--- config.mk ---
export PLATFORM = sky130hd
export DESIGN_NAME = cpu_core
export DESIGN_NICKNAME = d
export VERILOG_FILES = /design/src/rtl/cpu_pkg.sv /design/src/rtl/cpu_mem.sv /design/src/rtl/cpu_core.sv
export SDC_FILE = /design/constraint.sdc
export NUM_CORES = 1
export LEC_CHECK = 0
export ABC_AREA = 0
export CAP_MARGIN = 10
export CORE_ASPECT_RATIO = 1.5
export CORE_UTILIZATION = 45
export CTS_CLUSTER_SIZE = 14
export DETAILED_ROUTE_END_ITERATION = 6
export GPL_TIMING_DRIVEN = 1
export PLACE_DENSITY = 0.7
export SYNTH_ARGS = -nofsm -noshare
export SYNTH_HDL_FRONTEND = slang
export SYNTH_SLANG_ARGS = --single-unit
--- constraint.sdc ---
create_clock -name clk -period 3.3 [get_ports clk]
set_clock_uncertainty 0.2 [all_clocks]
set_input_delay 0.825 -clock clk [delete_from_list [all_inputs] [get_ports clk]]
set_output_delay 0.825 -clock clk [all_outputs]
set_load 0.02 [all_outputs]
--- src/rtl/cpu_pkg.sv ---
// -----------------------------------------------------------------------------
// cpu_pkg
// Shared definitions for the accumulator CPU core: widths, dual-rail token
// codes, opcode nibbles, FSM state codes and a small opcode decoder.
// -----------------------------------------------------------------------------
package cpu_pkg;

    localparam int ADDR_W  = 4;
    localparam int DATA_W  = 8;
    localparam int INSTR_W = 16;

    // Dual-rail phase token codes; anything other than DR_REQ is a spacer.
    localparam logic [1:0] DR_REQ  = 2'b10;
    localparam logic [1:0] DR_NULL = 2'b00;

    // Opcode nibbles (instruction byte [7:4]).
    localparam logic [3:0] OP_LOAD_A = 4'b1000;
    localparam logic [3:0] OP_LOAD_B = 4'b1001;
    localparam logic [3:0] OP_READ_A = 4'b0100;

    // FSM state codes, kept as plain constants for legacy tool flows.
    typedef logic [2:0] state_t;
    localparam state_t ST_IDLE          = 3'd0;
    localparam state_t ST_FETCH         = 3'd1;
    localparam state_t ST_WAIT_PH0_NULL = 3'd2;
    localparam state_t ST_WAIT_PH1      = 3'd3;
    localparam state_t ST_EXEC          = 3'd4;
    localparam state_t ST_HOLD          = 3'd5;
    localparam state_t ST_WAIT_RELEASE  = 3'd6;

    typedef enum logic [1:0] {
        ACT_NOP     = 2'd0,
        ACT_LOAD_A  = 2'd1,
        ACT_LOAD_B  = 2'd2,
        ACT_STORE_A = 2'd3
    } exec_act_e;

    // Map an opcode nibble onto the action taken in EXEC; unknown codes are NOPs.
    function automatic exec_act_e decode_op(input logic [3:0] op);
        exec_act_e act;
        case (op)
            OP_LOAD_A: act = ACT_LOAD_A;
            OP_LOAD_B: act = ACT_LOAD_B;
            OP_READ_A: act = ACT_STORE_A;
            default:   act = ACT_NOP;
        endcase
        return act;
    endfunction

    // True only for the request code; spacer and illegal codes count as null.
    function automatic logic is_req(input logic [1:0] tok);
        return (tok == DR_REQ);
    endfunction

endpackage

--- src/rtl/cpu_mem.sv ---
// -----------------------------------------------------------------------------
// cpu_mem
// Unified 16x8 program/data memory. Two asynchronous read ports (instruction
// fetch and operand fetch) and one synchronous write port. Contents are never
// reset so a preloaded program survives a core reset.
//   clk_i      : clock
//   we_i       : write enable (sampled on rising edge)
//   waddr_i    : write address
//   wdata_i    : write data
//   raddr0_i   : fetch read address     -> rdata0_o
//   raddr1_i   : operand read address   -> rdata1_o
// -----------------------------------------------------------------------------
module cpu_mem
    import cpu_pkg::*;
#(
    parameter int MEM_DEPTH = 16,
    parameter int WORD_W    = 8
) (
    input  logic              clk_i,
    input  logic              we_i,
    input  logic [ADDR_W-1:0] waddr_i,
    input  logic [WORD_W-1:0] wdata_i,
    input  logic [ADDR_W-1:0] raddr0_i,
    output logic [WORD_W-1:0] rdata0_o,
    input  logic [ADDR_W-1:0] raddr1_i,
    output logic [WORD_W-1:0] rdata1_o
);

    logic [WORD_W-1:0] memoria [0:MEM_DEPTH-1];

    // Synchronous write port; no reset on the array.
    always_ff @(posedge clk_i) begin
        if (we_i) begin
            memoria[waddr_i] <= wdata_i;
        end
    end

    assign rdata0_o = memoria[raddr0_i];
    assign rdata1_o = memoria[raddr1_i];

endmodule

--- src/rtl/cpu_core.sv ---
// -----------------------------------------------------------------------------
// cpu_core
// 8-bit accumulator CPU sequenced by dual-rail phase tokens with
// return-to-zero handshakes: ph0 fetches an instruction, ph1 executes it, and
// the decoded instruction is offered downstream on instr_ack_before.
//   clk              : clock
//   rst_n            : synchronous active-low reset (memory retained)
//   ph0 / ph1        : fetch / execute dual-rail tokens (2'b10 = request)
//   addr             : fetch address
//   instruction      : registered {ir, operand}
//   instr_ack_next   : downstream acknowledge
//   ctrl_ack         : execute-phase acknowledge
//   mem_addr_ack     : fetch-phase acknowledge
//   instr_ack_before : instruction valid to downstream
// -----------------------------------------------------------------------------
module cpu_core
    import cpu_pkg::*;
#(
    parameter int MEM_DEPTH = 16,
    parameter int WORD_W    = 8
) (
    input  logic                clk,
    input  logic                rst_n,
    input  logic [1:0]          ph0,
    input  logic [1:0]          ph1,
    input  logic [ADDR_W-1:0]   addr,
    output logic [2*WORD_W-1:0] instruction,
    input  logic                instr_ack_next,
    output logic                ctrl_ack,
    output logic                mem_addr_ack,
    output logic                instr_ack_before
);

    state_t              state_q, state_d;
    logic [WORD_W-1:0]   reg_a_q, reg_a_d;
    logic [WORD_W-1:0]   reg_b_q, reg_b_d;
    logic [WORD_W-1:0]   ir_q, ir_d;
    logic [WORD_W-1:0]   operand_q, operand_d;
    logic                mem_addr_ack_q, mem_addr_ack_d;
    logic                ctrl_ack_q, ctrl_ack_d;
    logic                instr_ack_before_q, instr_ack_before_d;
    logic [2*WORD_W-1:0] instruction_q, instruction_d;

    logic [WORD_W-1:0]   fetch_data_s;
    logic [WORD_W-1:0]   opnd_data_s;
    logic                mem_we_s;
    exec_act_e           act_s;

    assign act_s = decode_op(ir_q[7:4]);
    // Store only in EXEC, and never on a reset edge so an aborted READ_A
    // cannot corrupt memory.
    assign mem_we_s = rst_n && (state_q == ST_EXEC) && (act_s == ACT_STORE_A);

    cpu_mem #(
        .MEM_DEPTH (MEM_DEPTH),
        .WORD_W    (WORD_W)
    ) memoria (
        .clk_i    (clk),
        .we_i     (mem_we_s),
        .waddr_i  (ir_q[3:0]),
        .wdata_i  (reg_a_q),
        .raddr0_i (addr),
        .rdata0_o (fetch_data_s),
        .raddr1_i (ir_q[3:0]),
        .rdata1_o (opnd_data_s)
    );

    // Next-state and datapath update logic for the handshake FSM.
    always_comb begin
        state_d            = state_q;
        reg_a_d            = reg_a_q;
        reg_b_d            = reg_b_q;
        ir_d               = ir_q;
        operand_d          = operand_q;
        mem_addr_ack_d     = mem_addr_ack_q;
        ctrl_ack_d         = ctrl_ack_q;
        instr_ack_before_d = instr_ack_before_q;

        case (state_q)
            ST_IDLE: begin
                // ph1 is deliberately ignored here; execute waits for WAIT_PH1.
                if (is_req(ph0)) begin
                    state_d = ST_FETCH;
                end else begin
                    state_d = ST_IDLE;
                end
            end
            ST_FETCH: begin
                ir_d           = fetch_data_s;
                mem_addr_ack_d = 1'b1;
                state_d        = ST_WAIT_PH0_NULL;
            end
            ST_WAIT_PH0_NULL: begin
                // Operand tracks mem[M] while waiting, so it is fresh at exec.
                operand_d = opnd_data_s;
                if (!is_req(ph0)) begin
                    mem_addr_ack_d = 1'b0;
                    state_d        = ST_WAIT_PH1;
                end else begin
                    state_d = ST_WAIT_PH0_NULL;
                end
            end
            ST_WAIT_PH1: begin
                if (is_req(ph1)) begin
                    state_d = ST_EXEC;
                end else begin
                    state_d = ST_WAIT_PH1;
                end
            end
            ST_EXEC: begin
                case (act_s)
                    ACT_LOAD_A: reg_a_d = operand_q;
                    ACT_LOAD_B: reg_b_d = operand_q;
                    default:    reg_a_d = reg_a_q;
                endcase
                ctrl_ack_d         = 1'b1;
                instr_ack_before_d = 1'b1;
                state_d            = ST_HOLD;
            end
            ST_HOLD: begin
                if (instr_ack_next) begin
                    instr_ack_before_d = 1'b0;
                    state_d            = ST_WAIT_RELEASE;
                end else begin
                    state_d = ST_HOLD;
                end
            end
            ST_WAIT_RELEASE: begin
                // Both the execute token and the downstream ack must return
                // to zero before the cycle is considered finished.
                if (!is_req(ph1) && !instr_ack_next) begin
                    ctrl_ack_d = 1'b0;
                    state_d    = ST_IDLE;
                end else begin
                    state_d = ST_WAIT_RELEASE;
                end
            end
            default: begin
                state_d = ST_IDLE;
            end
        endcase

        instruction_d = {ir_d, operand_d};
    end

    // State and output registers with synchronous active-low reset.
    always_ff @(posedge clk) begin
        if (!rst_n) begin
            state_q            <= ST_IDLE;
            reg_a_q            <= {WORD_W{1'b0}};
            reg_b_q            <= {WORD_W{1'b0}};
            ir_q               <= {WORD_W{1'b0}};
            operand_q          <= {WORD_W{1'b0}};
            mem_addr_ack_q     <= 1'b0;
            ctrl_ack_q         <= 1'b0;
            instr_ack_before_q <= 1'b0;
            instruction_q      <= {(2*WORD_W){1'b0}};
        end else begin
            state_q            <= state_d;
            reg_a_q            <= reg_a_d;
            reg_b_q            <= reg_b_d;
            ir_q               <= ir_d;
            operand_q          <= operand_d;
            mem_addr_ack_q     <= mem_addr_ack_d;
            ctrl_ack_q         <= ctrl_ack_d;
            instr_ack_before_q <= instr_ack_before_d;
            instruction_q      <= instruction_d;
        end
    end

    assign instruction      = instruction_q;
    assign ctrl_ack         = ctrl_ack_q;
    assign mem_addr_ack     = mem_addr_ack_q;
    assign instr_ack_before = instr_ack_before_q;

endmodule

==> metrics <==
FILL cells=1234; RSZ-0062 raised after global routing=no; Post-Route Setup TNS=0 ns; r2r startpoint=ir_q[6]; Worst setup EP type=output port; worst setup path start=ir_q[2]; initial antenna violation count=0; CTS resizes=0; CTS Hold Bufs=0; Min Hold Slack=0.2772 ns; post-synthesis sequential area ratio=62.38%; Post-CTS Setup Bufs=0; Fin. Hold Viols=0; top cells by area, synth=edfxtp_1 54%, mux4_2 15%, dfxtp_1 8.4%; R2R setup slack=0.77 ns; clock sinks=158; Vias/cell=6.111; Netlist cell types=48; Peak VDD IR=0.2821 mV; Mapped Nets=458; Setup crit end=instruction[10]; Synth warnings=0; GRT met3 Usage=4.010%; Clock Tree Buf Depth=2; Max-Cap Viols=0; Antenna diodes=0; IO Count=30; worst path bufs/invs=1; Synth top area share=53.95%; Worst slew margin=44.53%; TritonCTS clock tree=yes; number of global-route vias before repair=4478; Seq cells post-synth=158; Final setup viols=0; root buffer cell=clkbuf_16; CP Launch Type=register; setup ws final=0.4723 ns; worst-path cell chain=clkdlybuf4s50_1; max frequency=353.6 MHz; static leakage=2.674 nW; gr ovfl total=0; Logic pwr share=7.6%; die width=104.7 um; Register-to-Register Path Depth=5; Placed Area=0.007772 mm2; Mapped Cells=447; leading area contributor after synthesis=edfxtp_1; power share of the clock group=42.4%; P&R area growth vs syn=17.00%; 1st-iter DRT viols=379; die height=156.1 um; Crit-path slowest cell=clkdlybuf4s50_1; Clk Latency, worst-skew pair=0.42 ns; gr busiest metal=met2; register area=0.004446 mm2; PortBufs=29; die area=0.01635 mm2; Internal=3.346 mW; share of power burned in registers=50.0%; Async S/R FF share, synth=0%; worst-path maximum fanout=13; TritonRoute pass-1 iters=5; Setup WS pre-CTS=0.4056 ns; Tot GR Track Use=22.75%; Tightest Pin Transition=0.8276 ns; final period utilization=85.69%; vias=4357; Post-synth top flop=edfxtp_1; Sw Pwr=995.4 uW; Final Slew Violations=0; first-pass GRT wire length=26550 um; Post-synth top cells=128 x edfxtp_1, 47 x mux4_2, 38 x mux2i_1; Post-Route WL=17330 um; met2 Track Usage GR=38.66%; largest net degree at the start of global routing=44; net count reported at finish=508; hpwl dp=11820 um; Arr. time, crit path=1.80 ns; Critical Path RT=2.27 ns; core box area=0.01555 mm2; routed len/inst=24.31 um; cell area after layout=0.008335 mm2; outcome=complete, no violations; number of synthesized flops with an enable pin=128; Crit path max-delay family=buffers and inverters; Multi-input gate area=0.002515 mm2; DRC Markers=0; Total Power=4.342 mW; hold path start=mem_addr_ack; row count=56; min Tclk post-route=2.828 ns; mapped cell area=0.007124 mm2; CP max stage delay=0.71 ns; share of layout cells above drive strength 1=24.51%; met1 usage=26.21%; Pwr Density=520.9 mW/mm2; Setup Crit Path Kind=register to output port; Final Wtd Congestion=0.9222; post-route ant nets=0; top-count cell post-synth=edfxtp_1; clock-pin slew on the worst setup and hold paths=0.06 ns; syn_area_per_cell=15.94 um2; critical path depth=1; CTS Buf Count=17; initial core utilization=45.80%; # H-tree levels=4; r2r endpoint=memoria.memoria[12][2]; Switching Share=22.93%; HP Class=register to register
flip-flops by register name, summed over array words and instances, names as in the netlist:
register,cells
memoria.memoria,128
ir_q,8
reg_a_q,8
operand_q,7
state_q,3
ctrl_ack,1
instr_ack_before,1
instruction,1
mem_addr_ack,1
logic make-up after synthesis:
| group | Yosys count | synth area share, % |
|---|---|---|
| DFF | 158 | 62.38 |
| muxes | 90 | 21.20 |
| and+or+nand+nor | 85 | 6.445 |
| AOI/OAI and AO/OA | 81 | 7.657 |
| buffers and inverters | 33 | 2.318 |
how the worst min path moves through the flow:
stage	to	cells after the start	slack (ns)
after floorplan	mem_addr_ack	2	0.33
final	mem_addr_ack	2	0.28
after global placement	mem_addr_ack	2	0.27
after global routing	reg_a_q[3]	2	0.32
after CTS	mem_addr_ack	2	0.28
after detailed placement	mem_addr_ack	2	0.27
cell type report:
class,count,area share [%]
clock buffers,17,5.104
clock inverters,15,1.651
repair buffers,60,6.515
flip-flops and latches,158,53.33
multi-input cells,256,30.17
well taps,203,3.047
inverters,4,0.1801
placed cells by master (no fill, tap or decap), types with 2 or more instances in the layout:
| cell | netlist | routed |
|---|---|---|
| edfxtp_1 | 128 | 128 |
| mux4_2 | 47 | 47 |
| mux2i_1 | 38 | 38 |
| dfxtp_1 | 30 | 29 |
| buf_4 | 1 | 29 |
| clkdlybuf4s50_1 | 0 | 28 |
| nand2_1 | 21 | 21 |
| nor2_1 | 20 | 20 |
| clkbuf_16 | 0 | 17 |
| o21ai_0 | 15 | 15 |
| a22oi_1 | 15 | 15 |
| o22ai_1 | 14 | 14 |
| nand3_1 | 12 | 12 |
| nor2b_1 | 9 | 9 |
| a21boi_0 | 8 | 8 |
| a31oi_1 | 7 | 7 |
| nor3_1 | 6 | 6 |
| o211ai_1 | 6 | 6 |
| nand2b_1 | 5 | 5 |
| clkinv_4 | 0 | 5 |
| a21oi_1 | 4 | 4 |
| mux2_2 | 4 | 4 |
| inv_1 | 3 | 3 |
| a2bb2oi_1 | 3 | 3 |
| clkinv_2 | 0 | 3 |
| inv_6 | 0 | 3 |
| nand3b_1 | 2 | 2 |
| buf_12 | 0 | 2 |
power by group through the flow:
stage                     Sequential (mW)  Combinational [mW]  Clock [mW]
after CTS                            2.17               0.330        1.87
after floorplan                      2.22               0.208           0
after detailed placement             2.21               0.329           0
after global placement               2.21               0.326           0
after global routing                 2.17               0.350        1.95
final                                2.17               0.329        1.84
metrics by stage:
| step | instances | utilization, % |
|---|---|---|
| floorplan | 447 | - |
| global placement | 681 | 49.97 |
| detailed placement | 681 | 49.97 |
| CTS | 713 | 53.59 |
| global route | 713 | 53.59 |
| finish | 713 | 53.59 |
per-layer routing:
metal  part of all wire, %  routed length (um)
met1                    36                6250
met2                    52                8991
met3                   5.7                 995
met4                   6.3                1092
met5                     0                   0
Power figures use the tool's default switching activity.
